[config.mk]
export PLATFORM = sky130hd
export DESIGN_NAME = audio_clk_monitor_flat
export DESIGN_NICKNAME = d
export VERILOG_FILES = /design/src/rtl/audio_clk_pkg.sv /design/src/rtl/audio_clk_monitor_if.sv /design/src/rtl/audio_clk_monitor_edge_detect.sv /design/src/rtl/audio_clk_monitor.sv /design/src/flat_wrapper.sv
export SDC_FILE = /design/constraint.sdc
export NUM_CORES = 1
export LEC_CHECK = 0
export ABC_AREA = 1
export BUFFER_PORTS_ARGS = -buffer_cell sky130_fd_sc_hd__buf_2
export CAP_MARGIN = 20
export CORE_UTILIZATION = 50
export CTS_BUF_LIST = sky130_fd_sc_hd__clkbuf_4 sky130_fd_sc_hd__clkbuf_8
export DETAILED_ROUTE_END_ITERATION = 8
export HOLD_SLACK_MARGIN = 0.1
export PLACE_DENSITY = 0.67
export SLEW_MARGIN = 20
export SYNTH_ARGS = -nofsm -noshare
export SYNTH_HDL_FRONTEND = slang
export SYNTH_SLANG_ARGS = --single-unit
[constraint.sdc]
create_clock -name refclk -period 2.9 [get_ports refclk]
set_input_delay 0.29 -clock refclk [delete_from_list [all_inputs] [get_ports refclk]]
set_output_delay 0.29 -clock refclk [all_outputs]
set_load 0.02 [all_outputs]
[src/rtl/audio_clk_pkg.sv]
// Shared definitions for the audio clock divider/monitor pair: select codes, monitor states,
// the expected-period table and the period-to-code decoder.
package audio_clk_pkg;

    localparam logic [1:0] FREQ_DIV2  = 2'b00;
    localparam logic [1:0] FREQ_DIV4  = 2'b01;
    localparam logic [1:0] FREQ_DIV8  = 2'b10;
    localparam logic [1:0] FREQ_DIV16 = 2'b11;

    // Indexed by select code: refclk cycles between rising edges of the divided clock.
    localparam int unsigned EXP_PERIOD [4] = '{2, 4, 8, 16};

    typedef enum logic [1:0] {
        SEARCH  = 2'd0,
        MEASURE = 2'd1,
        LOCKED  = 2'd2
    } state_t;

    // Returns {valid, code}; any period outside the table decodes as invalid.
    function automatic logic [2:0] period_to_code(input int unsigned p);
        logic [2:0] r;
        r = 3'b000;
        for (int i = 0; i < 4; i++) begin
            if (p == EXP_PERIOD[i]) r = {1'b1, 2'(i)};
        end
        return r;
    endfunction

endpackage

[src/rtl/audio_clk_monitor_if.sv]
// Monitor-facing bundle: the clock under test going in, measurement and lock status coming out.
// master = clock source / status consumer, slave = the monitor.
interface audio_clk_monitor_if #(
    parameter int CNT_W = 6
);
    logic             audio_clk_in;
    logic [1:0]       freq_code;
    logic             locked;
    logic [CNT_W-1:0] period;
    logic             meas_valid;
    logic             mismatch;
    logic             clock_lost;

    modport master (
        output audio_clk_in,
        input  freq_code, locked, period, meas_valid, mismatch, clock_lost
    );

    modport slave (
        input  audio_clk_in,
        output freq_code, locked, period, meas_valid, mismatch, clock_lost
    );
endinterface

[src/rtl/audio_clk_monitor_edge_detect.sv]
// Registers audio_clk_in and emits a one-cycle rise pulse; AUDIO_CLK_MONITOR_SYNC_EN adds a
// 2-flop synchronizer in front. Rise is combinational off the registers (1 or 3 cycles in), no backpressure.
module clk_edge_detect (
    input  logic refclk,
    input  logic rst,
    input  logic din,
    output logic rise
);
    logic sample;
    logic clk_q;
    logic clk_qd;

`ifdef AUDIO_CLK_MONITOR_SYNC_EN
    logic [1:0] sync;

    always_ff @(posedge refclk or posedge rst) begin
        if (rst) sync <= 2'b00;
        else     sync <= {sync[0], din};
    end

    assign sample = sync[1];
`else
    assign sample = din;
`endif

    always_ff @(posedge refclk or posedge rst) begin
        if (rst) begin
            clk_q  <= 1'b0;
            clk_qd <= 1'b0;
        end else begin
            clk_q  <= sample;
            clk_qd <= clk_q;
        end
    end

    assign rise = clk_q & ~clk_qd;

endmodule

[src/rtl/audio_clk_monitor.sv]
// Measures rising-edge spacing of audio_clk_in, decodes the divider code and tracks lock/loss.
// Latency 2 cycles edge->meas_valid (4 with AUDIO_CLK_MONITOR_SYNC_EN); status only, no backpressure.
module audio_clk_monitor
    import audio_clk_pkg::*;
#(
    parameter int CNT_W      = 6,
    parameter int LOCK_COUNT = 4,
    parameter int TIMEOUT    = 32
) (
    input  logic              refclk,
    input  logic              rst,
    audio_clk_monitor_if.slave mon
);
    localparam int               MC_W    = $clog2(LOCK_COUNT + 1);
    localparam logic [CNT_W-1:0] CNT_MAX = CNT_W'(TIMEOUT);
    localparam logic [MC_W-1:0]  MC_LOCK = MC_W'(LOCK_COUNT);

    logic             rise;
    logic [CNT_W-1:0] cnt;
    logic [2:0]       dec;
    state_t           state;
    logic [1:0]       cand;
    logic [MC_W-1:0]  mcnt;

    logic [1:0]       freq_code;
    logic             locked;
    logic [CNT_W-1:0] period;
    logic             meas_valid;
    logic             mismatch;
    logic             clock_lost;

    clk_edge_detect u_edge (
        .refclk (refclk),
        .rst    (rst),
        .din    (mon.audio_clk_in),
        .rise   (rise)
    );

    assign dec = period_to_code(32'(cnt));

    always_ff @(posedge refclk or posedge rst) begin
        if (rst) begin
            state      <= SEARCH;
            cnt        <= '0;
            cand       <= FREQ_DIV2;
            mcnt       <= '0;
            freq_code  <= FREQ_DIV2;
            locked     <= 1'b0;
            period     <= '0;
            meas_valid <= 1'b0;
            mismatch   <= 1'b0;
            clock_lost <= 1'b0;
        end else begin
            meas_valid <= 1'b0;
            mismatch   <= 1'b0;

            if (rise)                cnt <= CNT_W'(1);
            else if (cnt != CNT_MAX) cnt <= cnt + 1'b1;

            // An edge landing on the saturated count is still a measurement, not a loss.
            if (!rise && cnt == CNT_MAX) begin
                state      <= SEARCH;
                locked     <= 1'b0;
                clock_lost <= 1'b1;
                mcnt       <= '0;
            end else begin
                case (state)
                    SEARCH: begin
                        if (rise) begin
                            state      <= MEASURE;
                            clock_lost <= 1'b0;
                        end
                    end
                    MEASURE: begin
                        if (rise) begin
                            period     <= cnt;
                            meas_valid <= 1'b1;
                            if (!dec[2]) begin
                                mcnt <= '0;
                            end else if (dec[1:0] == cand) begin
                                mcnt <= mcnt + 1'b1;
                            end else begin
                                cand <= dec[1:0];
                                mcnt <= MC_W'(1);
                            end
                        end else if (mcnt == MC_LOCK) begin
                            state     <= LOCKED;
                            locked    <= 1'b1;
                            freq_code <= cand;
                        end
                    end
                    LOCKED: begin
                        if (rise) begin
                            period     <= cnt;
                            meas_valid <= 1'b1;
                            if (!(dec[2] && dec[1:0] == cand)) begin
                                state    <= MEASURE;
                                locked   <= 1'b0;
                                mismatch <= 1'b1;
                                if (dec[2]) begin
                                    cand <= dec[1:0];
                                    mcnt <= MC_W'(1);
                                end else begin
                                    mcnt <= '0;
                                end
                            end
                        end
                    end
                    default: state <= SEARCH;
                endcase
            end
        end
    end

    assign mon.freq_code  = freq_code;
    assign mon.locked     = locked;
    assign mon.period     = period;
    assign mon.meas_valid = meas_valid;
    assign mon.mismatch   = mismatch;
    assign mon.clock_lost = clock_lost;

endmodule
[src/flat_wrapper.sv]
// flat-port wrapper written by rule: the top's interface ports become plain ports
module audio_clk_monitor_flat import audio_clk_pkg::*;
#(
    parameter int CNT_W      = 6,
    parameter int LOCK_COUNT = 4,
    parameter int TIMEOUT    = 32
)
  (refclk, rst, mon_audio_clk_in, mon_freq_code, mon_locked, mon_period, mon_meas_valid, mon_mismatch, mon_clock_lost);
  audio_clk_monitor_if #(.CNT_W(CNT_W)) mon_i ();
  input  logic refclk;
  input  logic rst;
  input wire logic [$bits(mon_i.audio_clk_in)-1:0] mon_audio_clk_in;
  output wire logic [$bits(mon_i.freq_code)-1:0] mon_freq_code;
  output wire logic [$bits(mon_i.locked)-1:0] mon_locked;
  output wire logic [$bits(mon_i.period)-1:0] mon_period;
  output wire logic [$bits(mon_i.meas_valid)-1:0] mon_meas_valid;
  output wire logic [$bits(mon_i.mismatch)-1:0] mon_mismatch;
  output wire logic [$bits(mon_i.clock_lost)-1:0] mon_clock_lost;
  assign mon_i.audio_clk_in = mon_audio_clk_in;
  assign mon_freq_code = mon_i.freq_code;
  assign mon_locked = mon_i.locked;
  assign mon_period = mon_i.period;
  assign mon_meas_valid = mon_i.meas_valid;
  assign mon_mismatch = mon_i.mismatch;
  assign mon_clock_lost = mon_i.clock_lost;
  audio_clk_monitor #(.CNT_W(CNT_W), .LOCK_COUNT(LOCK_COUNT), .TIMEOUT(TIMEOUT)) u_core (.refclk(refclk), .rst(rst), .mon(mon_i));
endmodule
==> results.ini <==
[run_status]
status=finished with violations
violations=DRC

[grt]
antenna_found_initial=0
grtUsageTotal=0.199
grt-ovfl-total=0
grt_pass1_wl_um=5060
grt_max_degree=28
grt_pass1_vias=1225

[synthesis]
postSynth.asyncResetShare=1.00
synthTopCellsByArea=dfrtp_1 (45%), nand2_1 (10%), ha_1 (6.7%)
yosysMostFrequentCell=nand2_1
synth_top_area_share=0.450
synth_edf_count=0
syn_nets=190
synth_cell_types=27
ys_seq_area_frac=0.450
synth_top_family_by_area=simple AND/OR/NAND/NOR gates
synth_xor_xnor_area_share=0.0175
avgSynthCellArea_um2=8.39
syn-cell-area_mm2=0.00150
synth_area_leader_cell=dfrtp_1
ys_ff_latch=27
synth_compound_area_frac=0.0708
muxShareOfSynthArea=0
synthSimpleGateAreaFrac=0.325
synthAdderAreaFrac=0.0666
yosys_warnings=0
synth_common_cells=nand2_1 (42), dfrtp_1 (27), inv_1 (20), nand3_1 (20), nor2_1 (15)
postSynthCellCount=179
synth_ff_type=dfrtp_1

[finish]
nets=210
fin_area_mm2=0.00167
utilization=0.595
regArea_um2=676
diodes=0
area_growth_pct=11.2
drive_gt1_frac=0.212
fill_cells=257
stdcell_count=229
multi_input_area_um2=721

[power]
irDropWorstVdd_uv=420
leakage_nw=0.892
cellPowerDensity_mw_per_mm2=896

[routing]
drc=2
drt_iter0_drc=36
vias=1181
avgRoutedWirePerCell_um=12.2
viasPerCell=5.16
ant_nets=0
first_pass_iters=6
wl_um=2800

[placement]
gp_congestion=0.781
place_area_mm2=0.00160
pre_cts_slack_ns=1.10
hpwlAfterDp_um=2090
numPlacedInstances=222
io_buffers=14

[floorplanning]
die_width_um=56.8
num_rows=19
ioPinCount=15
die_y_um=56.8
start_util=0.536
die_area_mm2=0.00323
core_mm2=0.00281

[clock_tree]
clkSlewWorstSetupHoldPaths_ns=0.14
h-tree-depth=1
clock_sinks=27
cts-root-buf=clkbuf_4
cts_tree=built
clkLatencyLatePin_ns=0.32
post_cts.repair.setup_buffers=0
numCtsBuffers=3
clk_path_buf_depth=2

[setup_path]
endpoint_kind=flip-flop
worstSetupPathType=reg -> reg
worstSetupStartpointType=flip-flop
required_ns=3.13
worstPathArrival_ns=2.08
crit_fanout=5

[worst_hold_path]
hp-class=reg -> reg

[timing]
setup_viol=0
fin_worst_skew_ns=0.00211
fin_setup_tns_ns=0
slew_violations=0
finalCritPeriodShare=0.637
max_slew.worst_pin.slew_ns=0.347
fmax_mhz=541
finalWorstSetupSlack_ns=1.05
slew_headroom=0.767
final_hold_viol_count=0
min_period_ns=1.85
rsz0062_at_grt=false

[run]
maxCapViolCount=0

state kept, by name, summed over array words and instances (netlist names):
register	cells
u_core.cand	2
u_core.cnt	6
u_core.mcnt	3
u_core.mon.clock_lost	1
u_core.mon.freq_code	2
u_core.mon.locked	1
u_core.mon.meas_valid	1
u_core.mon.mismatch	1
u_core.mon.period	6
u_core.state	2
u_core.u_edge.clk_q	1
u_core.u_edge.clk_qd	1
cell usage in the layout (no fill, tap or decap), types with 4 or more instances in the layout:
cell type,synthesis,routed
nand3_1,20,20
nand2_2,4,4
buf_2,1,14
o21ai_0,9,9
ha_1,8,8
dfrtp_1,27,27
inv_2,4,4
nor2_2,4,4
nor2_1,15,15
inv_1,20,19
nand2_1,42,42
routing by layer:
metal | up-vias | share of wire | track usage | wire, um
met1 | 552 | 0.49 | 0.254 | 1360
met3 | 5 | 0.026 | 0.0276 | 74
met5 | - | 0 | 0 | 0
met4 | 0 | 0.012 | 0.0732 | 34
met2 | 19 | 0.47 | 0.344 | 1320
li1 | 605 | - | - | -
worst max-delay path: stages (launching register included):
cell and delay, ns:
dfrtp_1 0.46, inv_1 0.12, ha_1 0.27, nand2_1 0.08, inv_1 0.06, nand3_1 0.11, nand2_2 0.13, nor2_2 0.06
a211oi_2 0.23, nand2_1 0.12, nand2_1 0.08, nand2_1 0.05
report_power, final:
| part | leakage (nW) | internal, W | switching [W] |
|---|---|---|---|
| logic | 0.519 | 0.000274 | 0.000494 |
| registers | 0.355 | 0.000476 | 0.0000910 |
| clock network | 0.0177 | 0.0000517 | 0.000109 |
metrics by stage:
| stage | hold WS, ns | total power [W] |
|---|---|---|
| global route | 0.425 | 0.00164 |
| finish | 0.399 | 0.00150 |
| detailed placement | 0.365 | 0.00133 |
| global placement | 0.361 | 0.00130 |
| floorplan | 0.321 | 0.00117 |
| CTS | 0.207 | 0.00150 |
layout make-up:
class	instances	share of cell area
clock buffers	3	0.0135
clock inverters	1	0.00300
inverters	24	0.0539
multi-input cells	126	0.431
flip-flops and latches	27	0.404
well taps	31	0.0232
repair buffers	17	0.0704
what timing repair did:
item | CTS | global route
hold endpoints to repair | 1 | 7
hold buffers | 1 | 1
gates resized for setup | 0 | 0
kinds of logic (layout without fill, tap and decap cells):
family,after synthesis,in the layout
simple gates,98,98
flops,27,27
buf+inv,26,45
compound gates,17,17
fa+ha+maj,8,8
xor+xnor,3,3
final timing paths:
kind	start	to	slack [ns]	cells after the start
setup reg to reg	u_core.cnt[0]	u_core.cand[0]	1.05	11
hold reg to reg	u_core.u_edge.clk_q	u_core.u_edge.clk_qd	0.40	0
max in group asynchronous	rst	u_core.u_edge.clk_q	2.12	4
setup / recovery	u_core.cnt[0]	u_core.cand[0]	1.05	11
min in group asynchronous	rst	u_core.cand[1]	0.41	3
hold / removal	u_core.u_edge.clk_q	u_core.u_edge.clk_qd	0.40	0
No activity file was read; power rests on OpenSTA's default activity.
